--- src/rtl/rr_stream_mux.sv ---
// ---------------------------------------------------------------------------
// rr_stream_mux
// N-to-1 valid/ready stream merger with round-robin arbitration and a single
// registered output stage. The output carries the source channel index on
// out_sel so a downstream select-driven demux can route the word back out.
//
// Parameters:
//   SW  select width, N_CH = 2**SW channels (SW in 1..3)
//   DW  data width per channel
//
// Ports:
//   clk        clock, rising edge
//   rst        synchronous active-high reset
//   in_valid   per-channel valid (N_CH)
//   in_data    channel k data in bits [k*DW +: DW]
//   in_ready   per-channel accept, one-hot or zero
//   out_valid  output register holds a word
//   out_data   registered data word
//   out_sel    channel index that sourced out_data
//   out_ready  downstream accept
//   in_last    (RR_MUX_PKT_LOCK_EN only) per-channel end-of-packet flag
//   out_last   (RR_MUX_PKT_LOCK_EN only) registered end-of-packet flag
//
// Optional feature macro: RR_MUX_PKT_LOCK_EN
//   When defined, a channel that starts a packet keeps the grant until its
//   beat with in_last set has been transferred.
// ---------------------------------------------------------------------------
module rr_stream_mux #(
  parameter int SW = 1,
  parameter int DW = 8
) (
  input  logic                     clk,
  input  logic                     rst,
  input  logic [(1<<SW)-1:0]       in_valid,
  input  logic [(1<<SW)*DW-1:0]    in_data,
  output logic [(1<<SW)-1:0]       in_ready,
`ifdef RR_MUX_PKT_LOCK_EN
  input  logic [(1<<SW)-1:0]       in_last,
  output logic                     out_last,
`endif
  output logic                     out_valid,
  output logic [DW-1:0]            out_data,
  output logic [SW-1:0]            out_sel,
  input  logic                     out_ready
);

  localparam int N_CH = 1 << SW;

  typedef enum logic {EMPTY, FULL} state_t;

  state_t        state_q, state_d;
  logic [DW-1:0] data_q, data_d;
  logic [SW-1:0] sel_q, sel_d;
  logic [SW-1:0] last_grant_q, last_grant_d;
`ifdef RR_MUX_PKT_LOCK_EN
  logic          lock_q, lock_d;
  logic          olast_q, olast_d;
`endif

  logic          found;
  logic [SW-1:0] win;
  logic [SW-1:0] cand;
  logic          load;
  logic          grant;

  // Round-robin search starting one past the last granted channel. SW-bit
  // addition wraps modulo N_CH on its own; the final step revisits
  // last_grant itself so a lone requester can be granted back to back.
  // While a packet lock is held, only the locked channel may win.
  always_comb begin
    found = 1'b0;
    win   = '0;
    cand  = '0;
    for (int i = 1; i <= N_CH; i++) begin
      cand = last_grant_q + SW'(i);
      if (!found && in_valid[cand]) begin
        found = 1'b1;
        win   = cand;
      end
    end
`ifdef RR_MUX_PKT_LOCK_EN
    if (lock_q) begin
      found = in_valid[last_grant_q];
      win   = last_grant_q;
    end
`endif
  end

  // The output register can take a word when empty or being drained this
  // cycle. Reset suppresses grants so nothing is accepted and then dropped.
  assign load     = (state_q == EMPTY) | out_ready;
  assign grant    = found & load & !rst;
  assign in_ready = grant ? (N_CH'(1) << win) : '0;

  // Next-state logic: a grant always (re)fills the register, even while it
  // is being drained, which sustains one word per cycle. A drain with no
  // grant only clears valid; data and select keep their last values.
  always_comb begin
    state_d      = state_q;
    data_d       = data_q;
    sel_d        = sel_q;
    last_grant_d = last_grant_q;
`ifdef RR_MUX_PKT_LOCK_EN
    lock_d       = lock_q;
    olast_d      = olast_q;
`endif
    if (grant) begin
      state_d      = FULL;
      data_d       = in_data[win*DW +: DW];
      sel_d        = win;
      last_grant_d = win;
`ifdef RR_MUX_PKT_LOCK_EN
      lock_d       = !in_last[win];
      olast_d      = in_last[win];
`endif
    end else if (state_q == FULL && out_ready) begin
      state_d = EMPTY;
    end
  end

  // State and output registers with synchronous reset; reset discards any
  // held word and points last_grant at N_CH-1 so channel 0 goes first.
  always_ff @(posedge clk) begin
    if (rst) begin
      state_q      <= EMPTY;
      data_q       <= '0;
      sel_q        <= '0;
      last_grant_q <= SW'(N_CH - 1);
`ifdef RR_MUX_PKT_LOCK_EN
      lock_q       <= 1'b0;
      olast_q      <= 1'b0;
`endif
    end else begin
      state_q      <= state_d;
      data_q       <= data_d;
      sel_q        <= sel_d;
      last_grant_q <= last_grant_d;
`ifdef RR_MUX_PKT_LOCK_EN
      lock_q       <= lock_d;
      olast_q      <= olast_d;
`endif
    end
  end

  assign out_valid = (state_q == FULL);
  assign out_data  = data_q;
  assign out_sel   = sel_q;
`ifdef RR_MUX_PKT_LOCK_EN
  assign out_last  = olast_q;
`endif

endmodule

--- config.mk ---
export PLATFORM = sky130hd
export DESIGN_NAME = rr_stream_mux
export DESIGN_NICKNAME = d
export VERILOG_FILES = /design/src/rtl/rr_stream_mux.sv
export SDC_FILE = /design/constraint.sdc
export NUM_CORES = 1
export LEC_CHECK = 0
export ABC_AREA = 1
export BUFFER_PORTS_ARGS = -buffer_cell sky130_fd_sc_hd__buf_2
export CAP_MARGIN = 20
export CORE_AREA = 2 2 39 41
export CTS_CLUSTER_DIAMETER = 200
export DETAILED_ROUTE_END_ITERATION = 12
export DIE_AREA = 0 0 41 43
export GPL_ROUTABILITY_DRIVEN = 1
export MAX_ROUTING_LAYER = met4
export PLACE_DENSITY = 0.87
export SYNTH_ARGS = -nofsm -noshare
export SYNTH_HDL_FRONTEND = slang
export SYNTH_SLANG_ARGS = --single-unit
--- constraint.sdc ---
create_clock -name clk -period 2.5 [get_ports clk]
set_input_delay 0.125 -clock clk [delete_from_list [all_inputs] [get_ports clk]]
set_output_delay 0.125 -clock clk [all_outputs]
set_load 0.1 [all_outputs]
# --- After elaboration in Yosys (flattened, before gate mapping) ---
# Cells that the tools add are included.
totals:
  out_inout_bits: 12
  ff_bits: 11
  input_bits: 21
op_classes:
  add_sub_neg: 1
  reduce_logical: 5
  magnitude_cmp: 2
  mux: 11
  n_bitwise: 4
  n_shift: 2
ops:
  columns: ["cell", "count"]
  rows:
  - ["variable part select 16 x 5 -> 8 bit", 1]
  - ["2-to-1 mux 1 bit", 10]
  - ["less-than comparator 1 x 2 -> 1 bit (second input constant)", 2]
  - ["AND 1 bit", 2]
  - ["logical AND 1 bit", 2]
  - ["zero test 1 bit", 2]
  - ["2-to-1 mux 2 bit", 1]
  - ["nonzero test 2 bit", 1]
  - ["<< shifter 1 x 1 -> 2 bit (first input constant)", 1]
  - ["adder 1 bit (second input constant)", 1]
  - ["NOT 1 bit", 1]
  - ["OR 1 bit", 1]

# --- Longest topological paths before layout ---
# Gate-level depths: netlist (run 1).
depth:
  ltp_word: 10
  depth_mapped: 7

# --- Worst setup path before layout (run 1) ---
# OpenSTA, ideal clock, no wires.
synth_path:
  kind: "register to output"
  start: "reg state_q, in the netlist out_valid"
  end: "out in_ready[0]"
  arrival_ns: 2.429
  stages_incl_launch_ff: 4
  t_required_ns: 2.375
  path_buffers: 0
  setup_slack_ns: -0.054
  cell_sequence: "dfxtp_1 > nand2_1 > nand3_2 > nor2_1"
synth_via:
  elab_chain_cells: 5
synth_lines:
  columns: ["element", "line_no", "source"]
  rows:
  - ["from (decl)", "51", "state_t state_q, state_d;"]
  - ["from (signal assigned)", "134", "state_q <= state_d;"]
  - ["NOT 1 bit", "91", "assign load = (state_q == EMPTY) | out_ready;"]
  - ["OR 1 bit", "91", null]
  - ["AND 1 bit (2 in a row)", "92", "assign grant = found & load & !rst;"]
  - ["2-to-1 mux 2 bit", "93", "assign in_ready = grant ? (N_CH'(1) << win) : '0;"]
  - ["to (decl)", "36", "output logic [(1<<SW)-1:0] in_ready,"]
# No other way between the ends.

# --- Final worst setup path (run 1) ---
layout_path:
  start: "reg last_grant_q"
  end: "out in_ready[1]"
layout_via:
  elab_chain_cells: 10
layout_lines:
  columns: ["element", "line_no", "source"]
  rows:
  - ["from (decl)", "54", "logic [SW-1:0] last_grant_q, last_grant_d;"]
  - ["from (signal assigned)", "128", "last_grant_q <= SW'(N_CH - 1);"]
  - ["from (signal assigned)", "137", "last_grant_q <= last_grant_d;"]
  - ["adder 1 bit", "75", "cand = last_grant_q + SW'(i);"]
  - ["2-to-1 mux 1 bit (implied by the code) (2 in a row)", "76", "if (!found && in_valid[cand]) begin"]
  - ["2-to-1 mux 1 bit", "76", null]
  - ["zero test 1 bit", "76", null]
  - ["logical AND 1 bit", "76", null]
  - ["2-to-1 mux 1 bit", "76", null]
  - ["AND 1 bit (2 in a row)", "92", null]
  - ["2-to-1 mux 2 bit *", "93", null]
# Every way passes the cells marked *; elsewhere a longest branch is shown, timed or not. The select of a mux whose other input is x is not followed.

==> flow_summary.yaml, run 1 <==
worst_setup_path:
  critPathKind: "reg2out"
  arrival_ns: 1.60
  worstPathCellList: "nand2_2 > nand2_2 > inv_1 > nand2_1 > inv_1 > buf_2"
  critPathBufInv: 3
  timing.critical_path.max_delay_family: "buffers and inverters"
  slowest_delay_ns: 0.41
  crit_fanout: 9
  worst_setup_path_end_kind: "output port"
  crit_slowest_cell: "buf_2"
  cp.required_ns: 2.38
  cp-start-kind: "register"
drt:
  wl_per_cell_um: 10.50
  ant_nets: 0
  drt_drc_violations_left: 0
  via_count: 622
  firstDrtPassIters: 4
  first_iter_violations: 5
  viasPerCell: 4.748
  routed_wl_um: 1376
synthesis:
  synth_seq_cells: 11
  synth_edf_count: 0
  ys_seq_area_share_pct: 39.73
  synth_most_common_cell: "nand2_1"
  synth_top_cells_by_area: "dfxtp_1 40%, nand2_1 24%, nand3_1 9.0%"
  synth_cell_types: 13
  syn-cell-area_um2: 554.3
  yosysTopAreaCellShare_pct: 39.73
  async_flop_share_pct: 0
  synthCells: 81
  synth_warnings: 0
  ys_top_cells_by_count: "36 x nand2_1, 11 x dfxtp_1, 10 x nand3_1"
  synth_top_area_cell: "dfxtp_1"
  syn-num-nets: 102
  ys.flop_type: "dfxtp_1"
  syn_avg_cell_area_um2: 6.843
cts:
  htreeDepth: 1
  clk_latency_ns: 0.27
  post-cts-setup-buffers: 0
  cts_buffer_depth: 2
  cts_tree: "done"
  cts.clk_slew.worst_paths_ns: 0.07
  cts.sinks: 11
  cts-hold-fix-buffers: 0
  clock-root-buffer: "clkbuf_4"
  cts_resized: 0
  cts_made_buffers: 3
power:
  peakVddDrop_uv: 376.6
  p_leak_nw: 0.4343
  pwr_density_cell_nw_per_um2: 656.5
cells_and_area:
  nFillCells: 138
  diodes: 0
  final_nets: 137
  multi_input_area_um2: 301.5
  drive_gt1_share_pct: 37.39
  instances_no_fill: 131
  seq_area_um2: 220.2
  final_util_pct: 54.25
  area_growth_pct: 35.44
die:
  row_count: 14
  die-width_um: 41
  core_area_um2: 1384
  start_util_pct: 40.05
  die_h_um: 43
  die_area_um2: 1763
  ios: 33
global_routing:
  antenna_found_initial: 0
  overflow: 0
  grt_first_pass_wirelength_um: 2145
  grt_use_total_pct: 18.29
  grt_max_degree: 12
  grt_pass1_vias: 516
place:
  place_congestion: 0.7540
  port_buffers: 32
  post-place-ws_ns: 1.060
  placed_cells_incl_taps: 127
  place_hpwl_um: 1020
sta:
  clock_skew_ns: 0.002102
  finalSetupViolCount: 0
  fin_ws_ns: 0.7768
  finalSetupTns_ns: 0
  worst-slew-pin-transition_ns: 0.4882
  rsz0062_at_grt: "false"
  slew_viol_final: 0
  fin_crit_sh_pct: 68.93
  finalCriticalPeriod_ns: 1.723
  slew_headroom_pct: 67.67
  hold_viol: 0
  fmax_mhz: 580.3
flow_run:
  max-cap-violations: 0
min_path:
  hold_class: "in2reg"
outcome:
  status: "finished, final reports clean"
flip-flops by register name (all words and copies together) (netlist names):
signal	cells
last_grant_q	1
out_data	8
out_sel	1
out_valid	1
layer usage:
| metal | global-route usage, % | vias to the layer above | share of wire (%) |
|---|---|---|---|
| li1 | - | 324 | - |
| met1 | 23.13 | 266 | 45 |
| met2 | 26.56 | 30 | 45 |
| met3 | 4.712 | 2 | 8.8 |
| met4 | 8.000 | 0 | 0.65 |
| met5 | - | - | 0 |
final timing paths:
check,startpoint,endpoint,slack (ns),cells past startpoint
hold / removal,in_data[4],out_data[4],0.19,5
setup / recovery,last_grant_q,in_ready[1],0.78,6
hold reg to reg,out_data[7],out_data[7],0.47,2
setup reg to reg,last_grant_q,out_data[1],1.41,6
worst reg2reg max path: cells and delay by family (launching register included):
kind	cells	cell delay [ns]
AND/OR/NAND/NOR	5	0.54
flip-flops	1	0.34
AO/OA/AOI/OAI	1	0.14
layout by cell type (no fill, tap or decap), drive strengths merged:
| cell | Yosys | layout |
|---|---|---|
| a21oi | 9 | 9 |
| inv | 6 | 6 |
| nand2 | 40 | 40 |
| clkbuf | 0 | 4 |
| buf | 2 | 32 |
| nand3 | 11 | 11 |
| nor2 | 2 | 2 |
| dfxtp | 11 | 11 |
where the power goes:
| part | total [W] | internal, W | switching, W |
|---|---|---|---|
| logic | 0.000179 | 0.0000386 | 0.000141 |
| registers | 0.000193 | 0.000187 | 0.00000616 |
| clock network | 0.000120 | 0.0000618 | 0.0000585 |
| total | 0.000493 | 0.000288 | 0.000205 |
logic make-up (layout without fill, tap and decap cells):
family | count (synthesis) | count (layout) | synth area share [%]
simple gates | 53 | 53 | 45.82
flops | 11 | 11 | 39.73
compound gates | 9 | 9 | 8.126
buf+inv | 8 | 42 | 6.320
area by class of cell:
cell class	instances	share of cell area, %
Inverter	6	3.000
Timing Repair Buffer	32	21.33
Sequential cell	11	29.33
Clock buffer	4	3.500
Multi-Input combinational cell	62	40.17
Tap cell	16	2.667
metrics by stage:
stage	area, um^2	total power [W]	hold slack (ns)
CTS	750.7	0.0004935	0.1926
floorplan	556.8	0.0003399	0.2674
global placement	724.4	0.0003736	0.4550
detailed placement	724.4	0.0003762	0.4551
global route	750.7	0.0005110	0.2063
finish	750.7	0.0004929	0.1904
Note: power is estimated with default switching activity, not from simulation.
==> run 2: changes to the inputs <==
--- a/config.mk
+++ b/config.mk
@@ -8,13 +8,13 @@
 export ABC_AREA = 1
 export BUFFER_PORTS_ARGS = -buffer_cell sky130_fd_sc_hd__buf_2
 export CAP_MARGIN = 20
-export CORE_AREA = 2 2 39 41
+export CORE_MARGIN = 2
+export CORE_UTILIZATION = 40
 export CTS_CLUSTER_DIAMETER = 200
 export DETAILED_ROUTE_END_ITERATION = 12
-export DIE_AREA = 0 0 41 43
 export GPL_ROUTABILITY_DRIVEN = 1
 export MAX_ROUTING_LAYER = met4
-export PLACE_DENSITY = 0.87
+export PLACE_DENSITY = 0.85
 export SYNTH_ARGS = -nofsm -noshare
 export SYNTH_HDL_FRONTEND = slang
 export SYNTH_SLANG_ARGS = --single-unit
==> constraint.sdc (replaced) <==
create_clock -name clk -period 1.7 [get_ports clk]
set_input_delay 0.085 -clock clk [delete_from_list [all_inputs] [get_ports clk]]
set_output_delay 0.085 -clock clk [all_outputs]
set_load 0.1 [all_outputs]
==> run 2 against run 1 <==
Compared with the run above: sequential share of layout area decreased by 0.69 points; routed wire length increased by 2.4%; via count increased by 0.16%; largest cell class unchanged; critical path depth decreased by 1; worst hold slack got worse by 0.039 ns; die area decreased by 3.6%; global-route usage increased by 1.8 points.
==> flow_summary.yaml, run 2 (synthesis results as in run 1) <==
worst_setup_path:
  endpoint: "in_ready[0]"
  crit_fanout: 9
  cp-startpoint: "last_grant_q"
  arrival_ns: 1.47
  reg2regPathDepth: 5
  critPathKind: "reg2out"
  cp-start-kind: "register"
  r2r_setup_slack_ns: 0.64
  rr_startpoint: "last_grant_q"
  r2r_end: "last_grant_q"
  worst_setup_path_end_kind: "output port"
  cp.required_ns: 1.62
flow_run:
  max-cap-violations: 0
sta:
  finalSetupTns_ns: 0
  rsz0062_at_grt: "false"
  worst-slew-pin-transition_ns: 0.4928
  fin_crit_sh_pct: 91.57
  slew_headroom_pct: 67.37
  finalCriticalPeriod_ns: 1.557
  fin_ws_ns: 0.1433
  hold_viol: 0
  finalSetupViolCount: 0
  clock_skew_ns: 0.001805
  slew_viol_final: 0
  fmax_mhz: 642.4
  hold_ws_ns: 0.1512
drt:
  first_iter_violations: 14
  wl_per_cell_um: 10.84
  highest_layer: "met4"
  wl_met2_um: 677
  drt-met1-wl_um: 635
  viasPerCell: 4.792
  drt_drc_violations_left: 0
  ant_nets: 0
  dr_wl_met3_um: 86
  via_count: 623
  routed_wl_um: 1409
  firstDrtPassIters: 4
cells_and_area:
  area_growth_pct: 39.50
  nFillCells: 132
  final_nets: 137
  seq_area_um2: 221.5
  diodes: 0
  final_util_pct: 59.42
  multi_input_area_um2: 306.5
  final_common_cell: "nand2_1"
  drive_gt1_share_pct: 38.26
  largest_reg_flops: 8
  final_cell_mix: "36 x nand2_1, 30 x buf_2, 10 x nand3_1, 10 x dfxtp_1, 9 x a21oi_1"
cts:
  cts.sinks: 11
  cts_buffer_depth: 2
  htreeDepth: 1
  cts_made_buffers: 3
  post-cts-setup-buffers: 0
  cts-hold-fix-buffers: 0
  clk_latency_ns: 0.27
  cts.clk_slew.worst_paths_ns: 0.08
  cts_resized: 0
  clock-root-buffer: "clkbuf_4"
  cts_tree: "done"
die:
  die_area_um2: 1700
  start_util_pct: 42.60
  core_area_um2: 1301
  die-width_um: 41.23
  row_count: 13
  die_h_um: 41.23
  ios: 33
outcome:
  status: "finished, final reports clean"
global_routing:
  grt_max_degree: 12
  antenna_found_initial: 0
  overflow: 0
  grt_first_pass_wirelength_um: 2166
  grt_pass1_vias: 517
  grt_use_total_pct: 20.09
power:
  pwr_density_cell_nw_per_um2: 954.6
  power_w: 0.0007381
  p_leak_nw: 0.4381
  peakVddDrop_uv: 502.6
place:
  post-place-ws_ns: 0.3395
  place_hpwl_um: 1058
  place_congestion: 0.7644
  port_buffers: 32
min_path:
  hold_class: "in2reg"
==> run 2: power by group <==
group / total (W) / switching [W] / internal (W)
Clock: 0.000185 / 0.0000940 / 0.0000908
Sequential: 0.000284 / 0.00000819 / 0.000275
Combinational: 0.000270 / 0.000208 / 0.0000618
Total: 0.000738 / 0.000310 / 0.000428
==> run 2: worst max-delay path, cell delays in order, from the launching register on <==
cell	delay, ns
dfxtp_1	0.34
nand2_2	0.13
nand2_2	0.18
inv_1	0.11
nor2_4	0.11
clkbuf_4	0.34
==> run 2: layout make-up <==
class | instances | share of cell area (%)
multi-input combinational | 62 | 39.64
tap | 15 | 2.427
sequential | 11 | 28.64
timing repair buffer | 32 | 22.98
inverter | 6 | 2.913
clock buffer | 4 | 3.398
==> run 2: through the flow <==
step,cells,area (um^2)
after floorplan,81,563.0
after global placement,126,744.5
after detailed placement,126,744.5
after CTS,130,770.7
after global routing,130,773.2
final,130,773.2
==> run 2: routing by layer <==
metal,vias up,global-route usage [%]
met1,276,25.41
met4,0,7.258
met3,2,3.261
met2,21,32.03
li1,324,-
met5,-,-
==> run 2: worst min path at each step <==
stage	startpoint	end	slack, ns	depth (start not counted)
2_1_floorplan	rst	last_grant_q	0.23	2
3_3_place_gp	in_data[5]	out_data[5]	0.43	5
3_5_place_dp	in_data[0]	out_data[0]	0.43	5
4_1_cts	in_data[0]	out_data[0]	0.15	5
5_1_grt	in_data[0]	out_data[0]	0.17	5
6_report	in_data[1]	out_data[1]	0.15	5
==> run 3: changes to the inputs <==
--- a/config.mk
+++ b/config.mk
@@ -5,7 +5,6 @@
 export SDC_FILE = /design/constraint.sdc
 export NUM_CORES = 1
 export LEC_CHECK = 0
-export ABC_AREA = 1
 export BUFFER_PORTS_ARGS = -buffer_cell sky130_fd_sc_hd__buf_2
 export CAP_MARGIN = 20
 export CORE_MARGIN = 2
==> run 3 against run 2 <==
Compared with the run above: power is 3.9% higher; sequential share of layout area is 0.70 points higher; first-iteration DRC count is 29% higher; final cell count is 22% lower; combinational power is 11% higher; register-to-register slack worse by 0.18 ns; area after synthesis is 0.90% lower; worst hold slack better by 0.0053 ns; global-route usage is 4.0 points lower; highest routed layer unchanged.
==> flow_summary.yaml, run 3 <==
cells_and_area:
  seq_area_um2: 224.0
  final_nets: 108
  drive_gt1_share_pct: 48.84
  diodes: 0
  instances_no_fill: 101
  final_util_pct: 59.40
  final_cell_mix: "31 x buf_2, 10 x dfxtp_1, 8 x mux2i_1, 7 x a31oi_1, 7 x a211oi_1"
  post-route-cell-area_um2: 763.2
  multi_input_area_um2: 314.1
  largest_reg_flops: 8
  nFillCells: 117
  area_growth_pct: 38.95
  final_common_cell: "buf_2"
worst_setup_path:
  endpoint: "in_ready[1]"
  cp-start-kind: "register"
  critPathKind: "reg2out"
  rr_startpoint: "last_grant_q"
  r2r_setup_slack_ns: 0.46
  crit_fanout: 8
  cp-startpoint: "out_valid"
  worst_setup_path_end_kind: "output port"
  cp.required_ns: 1.62
  r2r_end: "out_data[5]"
  reg2regPathDepth: 3
  arrival_ns: 1.48
cts:
  cts_buffer_depth: 2
  clock-root-buffer: "clkbuf_4"
  cts_tree: "done"
  cts.clk_slew.worst_paths_ns: 0.07
  cts-hold-fix-buffers: 0
  cts.sinks: 11
  cts_made_buffers: 3
  post-cts-setup-buffers: 0
  clk_latency_ns: 0.27
  htreeDepth: 1
  cts_resized: 0
sta:
  slew_viol_final: 0
  finalCriticalPeriod_ns: 1.563
  fin_crit_sh_pct: 91.93
  finalSetupViolCount: 0
  rsz0062_at_grt: "false"
  slew_headroom_pct: 65.52
  fin_ws_ns: 0.1372
  worst-slew-pin-transition_ns: 0.5153
  fmax_mhz: 639.9
  clock_skew_ns: 0.003750
  hold_viol: 0
die:
  core_area_um2: 1285
  ios: 33
  die-width_um: 41.06
  row_count: 13
  die_h_um: 41.06
  die_area_um2: 1686
  start_util_pct: 42.75
synthesis:
  synth_most_common_cell: "dfxtp_1"
  async_flop_share_pct: 0
  syn-cell-area_um2: 549.3
  synth_cell_types: 20
  syn-num-nets: 75
  syn_avg_cell_area_um2: 10.17
  ys.flop_type: "dfxtp_1"
  synth_edf_count: 0
  ys_seq_area_share_pct: 40.09
  synthCells: 54
  ys_top_cells_by_count: "11 x dfxtp_1, 8 x mux2i_1, 7 x a211oi_1, 7 x a31oi_1, 3 x a21oi_1"
  yosysTopAreaCellShare_pct: 40.09
  synth_top_cells_by_area: "dfxtp_1 40%, mux2i_1 15%, a211oi_1 9.6%"
  synth_warnings: 0
  synth_seq_cells: 11
  synth_top_area_cell: "dfxtp_1"
place:
  post-place-ws_ns: 0.4111
  placed_area_um2: 735.7
  port_buffers: 32
  place_congestion: 0.6856
  place_hpwl_um: 932.9
  placed_cells_incl_taps: 97
drt:
  first_iter_violations: 18
  drt_drc_violations_left: 0
  via_count: 553
  viasPerCell: 5.475
  ant_nets: 0
  wl_per_cell_um: 12.32
  firstDrtPassIters: 4
  routed_wl_um: 1244
global_routing:
  grt_max_degree: 14
  grt_pass1_vias: 423
  overflow: 0
  grt_first_pass_wirelength_um: 1697
  grt_use_total_pct: 16.11
  antenna_found_initial: 0
power:
  pwr_density_cell_nw_per_um2: 1005
  power_w: 0.0007671
  peakVddDrop_uv: 383.4
  p_leak_nw: 0.3493
outcome:
  status: "finished, final reports clean"
min_path:
  hold_class: "in2reg"
flow_run:
  max-cap-violations: 0
-- run 3: cell types whose count changed after synthesis, moves of 4 or more --
cell	previous run	this run
a31oi_1	0	7
inv_1	5	1
a211oi_1	0	7
mux2i_1	0	8
nand2_1	36	0
a21oi_1	9	3
nand3_1	10	2
-- run 3: per-stage QoR --
stage | hold WS (ns) | setup TNS [ns]
6_report | 0.1565 | 0
3_5_place_dp | 0.4428 | 0
2_1_floorplan | 0.2629 | -0.1049
3_3_place_gp | 0.4446 | 0
4_1_cts | 0.1521 | 0
5_1_grt | 0.1544 | 0
-- run 3: critical path, cell delays in order, from the launching register on --
cell and delay (ns):
dfxtp_4 0.35, nor2b_4 0.14, nor3_4 0.30, and2_2 0.24, buf_12 0.17
-- run 3: area by class of cell --
type	count	share of cell area, %
clock buffer	3	2.951
clock inverter	1	0.6557
inverter	1	0.4918
multi-input combinational	38	41.15
sequential	11	29.34
tap	15	2.459
timing repair buffer	32	22.95
-- run 3: power breakdown --
group          switching, W  internal, W
combinational      0.000227    0.0000732
sequential        0.0000120     0.000279
clock             0.0000889    0.0000870
-- run 3: metal layers --
metal  track usage [%]  up-vias  wire, um
li1                  -      273         -
met1             19.42      246       531
met3             3.261        2       112
met2             23.05       32       580
met4             12.50        0        20
met5                 -        -         0
-- run 3: worst min-delay path by stage --
stage,end,start,depth (start not counted)
detailed placement,out_data[3],in_data[3],3
global route,out_data[6],in_data[6],3
CTS,out_data[4],in_data[4],3
finish,out_data[0],in_data[0],3
floorplan,last_grant_q,rst,2
global placement,out_data[7],in_data[7],3
-- run 3: logic make-up (layout without fill, tap and decap cells) --
kind of cell    Yosys count  after routing  share of synthesized area, %
simple gates              9              9                         11.39
compound gates           21             21                         27.11
mux                       8              8                         14.58
flops                    11             11                         40.09
buf+inv                   5             37                         6.833
